File: config.mk
export PLATFORM = sky130hd
export DESIGN_NAME = rvvi_rx_frame_filter
export DESIGN_NICKNAME = d
export VERILOG_FILES = /design/src/rtl/rvvi_rx_frame_filter.sv
export SDC_FILE = /design/constraint.sdc
export NUM_CORES = 1
export LEC_CHECK = 0
export ABC_CLOCK_PERIOD_IN_PS = 5210
export CORE_MARGIN = 1.5
export CORE_UTILIZATION = 24
export DETAILED_ROUTE_END_ITERATION = 8
export GPL_ROUTABILITY_DRIVEN = 0
export PLACE_DENSITY = 0.4
export SETUP_SLACK_MARGIN = 0.5
export SKIP_LAST_GASP = 1
export SYNTH_ARGS = -nofsm -noshare
export SYNTH_HDL_FRONTEND = slang
export SYNTH_SLANG_ARGS = --single-unit
File: constraint.sdc
create_clock -name clk -period 5.21 [get_ports clk]
set_input_delay 1.042 -clock clk [delete_from_list [all_inputs] [get_ports clk]]
set_output_delay 1.042 -clock clk [all_outputs]
set_load 0.005 [all_outputs]
File: src/rtl/rvvi_rx_frame_filter.sv
`default_nettype none
// ============================================================================
//  Module   : rvvi_rx_frame_filter
//  Purpose  : Ethernet RX header filter for the RVVI host-feedback path.
//             Frames are staged in a small FIFO and forwarded only when the
//             header matches the programmed MACs and EtherType.
//  Revision : 1.0  initial release
// ============================================================================
module rvvi_rx_frame_filter #(
    parameter int FIFO_DEPTH = 8,
    parameter int CNT_WIDTH  = 16
) (
    input  logic                 clk,
    input  logic                 reset,
    input  logic [47:0]          LocalMac,
    input  logic [47:0]          HostMac,
    input  logic [15:0]          EthType,
    input  logic [31:0]          SAxiTdata,
    input  logic [3:0]           SAxiTkeep,
    input  logic                 SAxiTvalid,
    input  logic                 SAxiTlast,
    input  logic                 SAxiTuser,
    output logic [31:0]          MAxiTdata,
    output logic [3:0]           MAxiTkeep,
    output logic                 MAxiTvalid,
    output logic                 MAxiTlast,
    output logic                 MAxiTuser,
    output logic [CNT_WIDTH-1:0] PassCount,
    output logic [CNT_WIDTH-1:0] DropCount,
    output logic                 Overflow
);

    localparam int AW = $clog2(FIFO_DEPTH);
    localparam int PW = AW + 1;
    localparam int EW = 38;

    localparam logic [1:0] S_HDR  = 2'd0;
    localparam logic [1:0] S_PASS = 2'd1;
    localparam logic [1:0] S_DROP = 2'd2;

    localparam logic [PW-1:0]        c_ptrOne = {{AW{1'b0}}, 1'b1};
    localparam logic [CNT_WIDTH-1:0] c_cntOne = {{(CNT_WIDTH-1){1'b0}}, 1'b1};
    localparam logic [CNT_WIDTH-1:0] c_cntMax = {CNT_WIDTH{1'b1}};

    logic [1:0]           r_state, w_nextState;
    logic [1:0]           r_beatIdx, w_nextBeatIdx;
    logic                 r_match, w_nextMatch;
    logic [31:0]          w_expData;
    logic                 w_beatOk, w_matchAcc;
    logic                 w_wrEn, w_commit, w_rollback, w_passInc, w_dropInc;
    logic [PW-1:0]        r_wp, r_cp, r_rp, w_wpAfter;
    logic                 w_full, w_doWrite;
    logic [EW-1:0]        r_mem [FIFO_DEPTH];
    logic [31:0]          r_mData;
    logic [3:0]           r_mKeep;
    logic                 r_mValid, r_mLast, r_mUser;
    logic [CNT_WIDTH-1:0] r_passCount, r_dropCount;
    logic                 r_overflow;

    // Wire byte n sits in lane n, so the big-endian fields appear byte-swapped per beat.
    always_comb begin
        w_expData = '0;
        w_beatOk  = 1'b0;
        case (r_beatIdx)
            2'd0:    w_expData = {LocalMac[23:16], LocalMac[31:24], LocalMac[39:32], LocalMac[47:40]};
            2'd1:    w_expData = {HostMac[39:32], HostMac[47:40], LocalMac[7:0], LocalMac[15:8]};
            2'd2:    w_expData = {HostMac[7:0], HostMac[15:8], HostMac[23:16], HostMac[31:24]};
            default: w_expData = {16'h0000, EthType[7:0], EthType[15:8]};
        endcase
        if (r_beatIdx == 2'd3)
            w_beatOk = (SAxiTdata[15:0] == w_expData[15:0]) && (SAxiTkeep[1:0] == 2'b11);
        else
            w_beatOk = (SAxiTdata == w_expData) && (SAxiTkeep == 4'hF);
    end

    assign w_matchAcc = r_match & w_beatOk;

    always_ff @(posedge clk or posedge reset) begin
        if (reset) begin
            r_state   <= S_HDR;
            r_beatIdx <= 2'd0;
            r_match   <= 1'b1;
        end else begin
            r_state   <= w_nextState;
            r_beatIdx <= w_nextBeatIdx;
            r_match   <= w_nextMatch;
        end
    end

    always_comb begin
        w_nextState   = r_state;
        w_nextBeatIdx = r_beatIdx;
        w_nextMatch   = r_match;
        if (SAxiTvalid) begin
            case (r_state)
                S_HDR: begin
                    if (r_beatIdx != 2'd3) begin
                        if (SAxiTlast) begin
                            w_nextBeatIdx = 2'd0;
                            w_nextMatch   = 1'b1;
                        end else begin
                            w_nextBeatIdx = r_beatIdx + 2'd1;
                            w_nextMatch   = w_matchAcc;
                        end
                    end else begin
                        w_nextBeatIdx = 2'd0;
                        w_nextMatch   = 1'b1;
                        if (!SAxiTlast)
                            w_nextState = w_matchAcc ? S_PASS : S_DROP;
                    end
                end
                S_PASS, S_DROP: begin
                    if (SAxiTlast)
                        w_nextState = S_HDR;
                end
                default: w_nextState = S_HDR;
            endcase
        end
    end

    always_comb begin
        w_wrEn     = 1'b0;
        w_commit   = 1'b0;
        w_rollback = 1'b0;
        w_passInc  = 1'b0;
        w_dropInc  = 1'b0;
        if (SAxiTvalid) begin
            case (r_state)
                S_HDR: begin
                    w_wrEn = 1'b1;
                    if (r_beatIdx != 2'd3) begin
                        w_rollback = SAxiTlast;
                        w_dropInc  = SAxiTlast;
                    end else if (w_matchAcc) begin
                        w_commit  = 1'b1;
                        w_passInc = SAxiTlast;
                    end else begin
                        w_rollback = 1'b1;
                        w_dropInc  = SAxiTlast;
                    end
                end
                S_PASS: begin
                    w_wrEn    = 1'b1;
                    w_commit  = 1'b1;
                    w_passInc = SAxiTlast;
                end
                S_DROP: w_dropInc = SAxiTlast;
                default: ;
            endcase
        end
    end

    // Occupancy is measured against rp, so speculative header beats also count.
    assign w_full    = (r_wp[AW] != r_rp[AW]) && (r_wp[AW-1:0] == r_rp[AW-1:0]);
    assign w_doWrite = w_wrEn & ~w_full;
    assign w_wpAfter = r_wp + {{AW{1'b0}}, w_doWrite};

    always_ff @(posedge clk) begin
        if (w_doWrite)
            r_mem[r_wp[AW-1:0]] <= {SAxiTuser, SAxiTlast, SAxiTkeep, SAxiTdata};
    end

    always_ff @(posedge clk or posedge reset) begin
        if (reset) begin
            r_wp        <= '0;
            r_cp        <= '0;
            r_rp        <= '0;
            r_mData     <= '0;
            r_mKeep     <= '0;
            r_mValid    <= 1'b0;
            r_mLast     <= 1'b0;
            r_mUser     <= 1'b0;
            r_passCount <= '0;
            r_dropCount <= '0;
            r_overflow  <= 1'b0;
        end else begin
            r_wp <= w_rollback ? r_cp : w_wpAfter;
            if (w_commit)
                r_cp <= w_wpAfter;
            if (r_rp != r_cp) begin
                {r_mUser, r_mLast, r_mKeep, r_mData} <= r_mem[r_rp[AW-1:0]];
                r_mValid <= 1'b1;
                r_rp     <= r_rp + c_ptrOne;
            end else begin
                r_mValid <= 1'b0;
            end
            if (w_passInc && (r_passCount != c_cntMax))
                r_passCount <= r_passCount + c_cntOne;
            if (w_dropInc && (r_dropCount != c_cntMax))
                r_dropCount <= r_dropCount + c_cntOne;
            if (w_wrEn && w_full)
                r_overflow <= 1'b1;
        end
    end

    assign MAxiTdata  = r_mData;
    assign MAxiTkeep  = r_mKeep;
    assign MAxiTvalid = r_mValid;
    assign MAxiTlast  = r_mLast;
    assign MAxiTuser  = r_mUser;
    assign PassCount  = r_passCount;
    assign DropCount  = r_dropCount;
    assign Overflow   = r_overflow;

endmodule
`default_nettype wire

==> flow_metrics.py <==
metrics = {
    "sta": {
        "fmax_mhz": 243.4,
        "setup_viol": 0,
        "worst_clock_skew_ns": 0.03058,
        "relSlewSlack_pct": 29.58,
        "worst_pin_slew_ns": 1.056,
        "fin_ws_ns": 1.101,
        "hold_viol_final": 0,
        "timing.setup.tns_ns": 0,
        "slew_viol_final": 0,
        "finalCritPeriodShare_pct": 78.86,
        "rsz0062_at_grt": "false",
        "hold_slack_ns": 0.4773,
        "fin_crit_ns": 4.109,
    },
    "global_routing": {
        "grt_max_degree": 55,
        "grt_antenna_before_repair": 0,
        "grt.overflow.total": 0,
        "grt_pass1_wl_mm": 69.98,
        "grt_pass1_vias": 10390,
        "track_usage_pct": 13.48,
    },
    "power_and_ir_drop": {
        "power_switching_mw": 3.527,
        "intPower_mw": 7.558,
        "share_comb_of_total_power_pct": 32.5,
        "p_per_area_mw_per_mm2": 515.5,
        "irDropWorstVdd_v": 0.0002506,
        "leakage_nw": 7.245,
        "clkPwrFrac_pct": 29.0,
        "power_mw": 11.08,
        "switching_share_pct": 31.82,
        "power.share.sequential_pct": 38.6,
    },
    "placed_design": {
        "placed_area_mm2": 0.01998,
        "dp.cells": 2048,
        "port_buffers": 224,
        "place_ws_ns": 0.7693,
        "dp_hpwl_mm": 29.86,
    },
    "clock_network": {
        "clk_pin_slew_worst_paths_ns": 0.06,
        "cts_hold_buffers": 0,
        "clock_latency_ns": 0.59,
        "numCtsBuffers": 47,
        "cts_root_buffer": "clkbuf_16",
        "cts_resized": 0,
        "cts.path.max_buffers": 3,
        "cts.sinks": 393,
        "post_cts_buffers": 0,
        "h-tree-depth": 2,
        "cts_tree": "built",
    },
    "detailed_routing": {
        "ant_nets": 0,
        "via_count": 9649,
        "drtIter0Drc": 550,
        "routed_wl_mm": 47.57,
        "drt-pass1-iter-count": 7,
        "wire_per_inst_um": 22.27,
        "vias_per_cell": 4.517,
        "drcViolationCount": 0,
    },
    "worst_setup_path": {
        "crit_path_end_kind": "flip-flop",
        "timing.rr.start": "r_beatIdx[0]$_DFFE_PP0P_",
        "worstSetupPathType": "flip-flop to flip-flop",
        "crit_chain": "inv_1, ha_1, a222oi_1, mux2i_1, xnor2_1, nand2_1, nor4b_4, a41oi_4, nand2b_1, mux2_1",
        "r2r-end": "r_cp[2]$_DFFE_PP0P_",
        "cp-start-kind": "flip-flop",
        "required_ns": 5.65,
        "slowest_delay_ns": 0.71,
        "path_depth": 10,
        "crit_buf_inv": 1,
        "r2r_setup_slack_ns": 1.10,
        "slowest_stage": "a222oi_1",
        "crit_fanout": 17,
        "cp_top_family": "compound AO/OA/AOI/OAI gates",
        "worstPathArrival_ns": 4.55,
        "reg2reg_depth": 10,
    },
    "worst_hold_path": {
        "min_to": "MAxiTdata[20]$_DFFE_PP0P_",
        "whs_path_depth": 2,
        "hold_path.class": "flip-flop to flip-flop",
        "holdCritStartpoint": "MAxiTdata[20]$_DFFE_PP0P_",
    },
    "cells_and_area": {
        "design_area_mm2": 0.02150,
        "final_layout_size_suffix_gt1_share_pct": 16.59,
        "seq_area_mm2": 0.01137,
        "area_growth_pct": 30.05,
        "fin_util_pct": 31.46,
        "fin_cells": 2136,
        "multiInputGateArea_mm2": 0.004945,
        "fillers": 6699,
        "fin_nets": 1380,
        "num_antenna_cells": 0,
    },
    "synth": {
        "ys_warn_count": 0,
        "synth-seq-cells": 393,
        "synth_compound_area_share_pct": 4.911,
        "synthAdderAreaFrac_pct": 0.9081,
        "synth_top_area_share_pct": 55.21,
        "syn_area_mm2": 0.01653,
        "ys_seq_area_share_pct": 68.69,
        "synthTopCellsByArea": "edfxtp_1 55%, dfrtp_1 13%, mux4_2 10%, mux2i_1 3.1%, xnor2_1 2.4%",
        "synth-xor-area-share_pct": 3.647,
        "synth_cells": 967,
        "synth_top_family_by_area": "multiplexers",
        "syn_avg_cell_area_um2": 17.10,
        "yosys.area.top_type": "edfxtp_1",
        "synth_nets": 1132,
        "synthSimpleGateAreaFrac_pct": 5.796,
        "synth_cell_type_count": 50,
        "synthMuxAreaShare_pct": 14.26,
    },
    "floorplanning": {
        "die_width_um": 265.5,
        "start_util_pct": 24.19,
        "io_pins": 225,
        "fp-row-count": 96,
        "dieArea_mm2": 0.07048,
        "fp.coreArea_mm2": 0.06835,
        "die_y_um": 265.5,
    },
    "flow_run": {
        "drv_cap": 0,
    },
    "run_status": {
        "status": "complete, no violations",
    },
}
[cell usage in the layout (no fill, tap or decap), types with 13 or more instances in the layout]
cell / instances
a21oi_1: 18
a222oi_1: 31
buf_4: 20
clkbuf_16: 48
clkdlybuf4s50_1: 224
dfrtp_1: 85
edfxtp_1: 304
inv_1: 22
mux2i_1: 51
mux4_2: 76
nand2_1: 59
nand3_1: 20
nand4_1: 13
nor3b_1: 16
o21ai_0: 42
xnor2_1: 45
xor2_1: 22
[area by class of cell]
type	count	area share [%]
Timing Repair Buffer	248	11.50
Clock buffer	63	6.034
Inverter	23	0.4131
Sequential cell	393	52.86
Tap cell	882	5.132
Clock inverter	25	1.071
Multi-Input combinational cell	502	23.00
[Yosys cell counts (all sizes together)]
master,count
edfxtp,304
dfrtp,88
mux4,76
nand2,59
mux2i,51
xnor2,46
o21ai,42
clkbuf,33
a222oi,31
inv,23
xor2,22
nand3,20
a21oi,19
nor3b,18
buf,16
nand4,13
ha,12
mux2,12
and3,11
nor2,11
nor3,11
nor4,9
o32ai,9
nand2b,6
and2,4
and4,4
a22oi,3
a22o,1
a31o,1
a31oi,1
a41oi,1
dfstp,1
nor2b,1
nor4b,1
o2111ai,1
o211a,1
o211ai,1
o21bai,1
o22ai,1
or2,1
or3,1
[worst max path at each step]
stage | startpoint | end | slack, ns
finish | r_beatIdx[0]$_DFFE_PP0P_ | r_cp[2]$_DFFE_PP0P_ | 1.10
global route | r_beatIdx[0]$_DFFE_PP0P_ | r_cp[3]$_DFFE_PP0P_ | 0.84
CTS | r_beatIdx[0]$_DFFE_PP0P_ | r_cp[2]$_DFFE_PP0P_ | 1.02
detailed placement | LocalMac[7] | r_cp[2]$_DFFE_PP0P_ | 0.77
global placement | LocalMac[7] | r_cp[0]$_DFFE_PP0P_ | 0.80
floorplan | SAxiTvalid | r_mem[0][0]$_DFFE_PP_ | 0.68
[metal layers]
| metal | vias to the layer above | GRT usage [%] | part of all wire, % |
|---|---|---|---|
| li1 | 4358 | - | - |
| met1 | 5045 | 17.91 | 45 |
| met2 | 182 | 22.19 | 48 |
| met3 | 64 | 3.074 | 4.3 |
| met4 | 0 | 3.398 | 2.0 |
| met5 | - | 0 | 0 |
[flip-flops by register name (all words and copies together) (netlist names)]
name / flops
r_wp: 4
PassCount: 16
MAxiTuser: 1
MAxiTkeep: 4
r_rp: 4
r_cp: 4
r_state: 2
DropCount: 16
r_match: 1
MAxiTlast: 1
r_mem: 304
MAxiTdata: 32
Overflow: 1
MAxiTvalid: 1
r_beatIdx: 2
[worst register-to-register path, delay by kind of cell, from the launching register on]
kind,cells,cell delay (ns)
buffers and inverters,1,0.09
DFF,1,0.38
adders and majority gates,1,0.56
and+or+nand+nor,3,0.94
muxes,2,0.52
xor gates and xnor gates,1,0.34
AOI/OAI and AO/OA,2,1.12
[power by group through the flow]
stage / clock network, mW / logic, mW / registers (mW)
after detailed placement: 0 / 3.70 / 4.35
after CTS: 3.33 / 3.71 / 4.30
after global placement: 0 / 3.68 / 4.35
after floorplan: 0 / 2.30 / 4.19
final: 3.21 / 3.60 / 4.28
after global routing: 3.45 / 3.94 / 4.34
[logic make-up after synthesis]
logic type / Yosys count
flops: 393
xor+xnor: 68
fa+ha+maj: 12
compound gates: 113
buf+inv: 72
simple gates: 170
mux: 139
No activity file was read; power rests on OpenSTA's default activity.
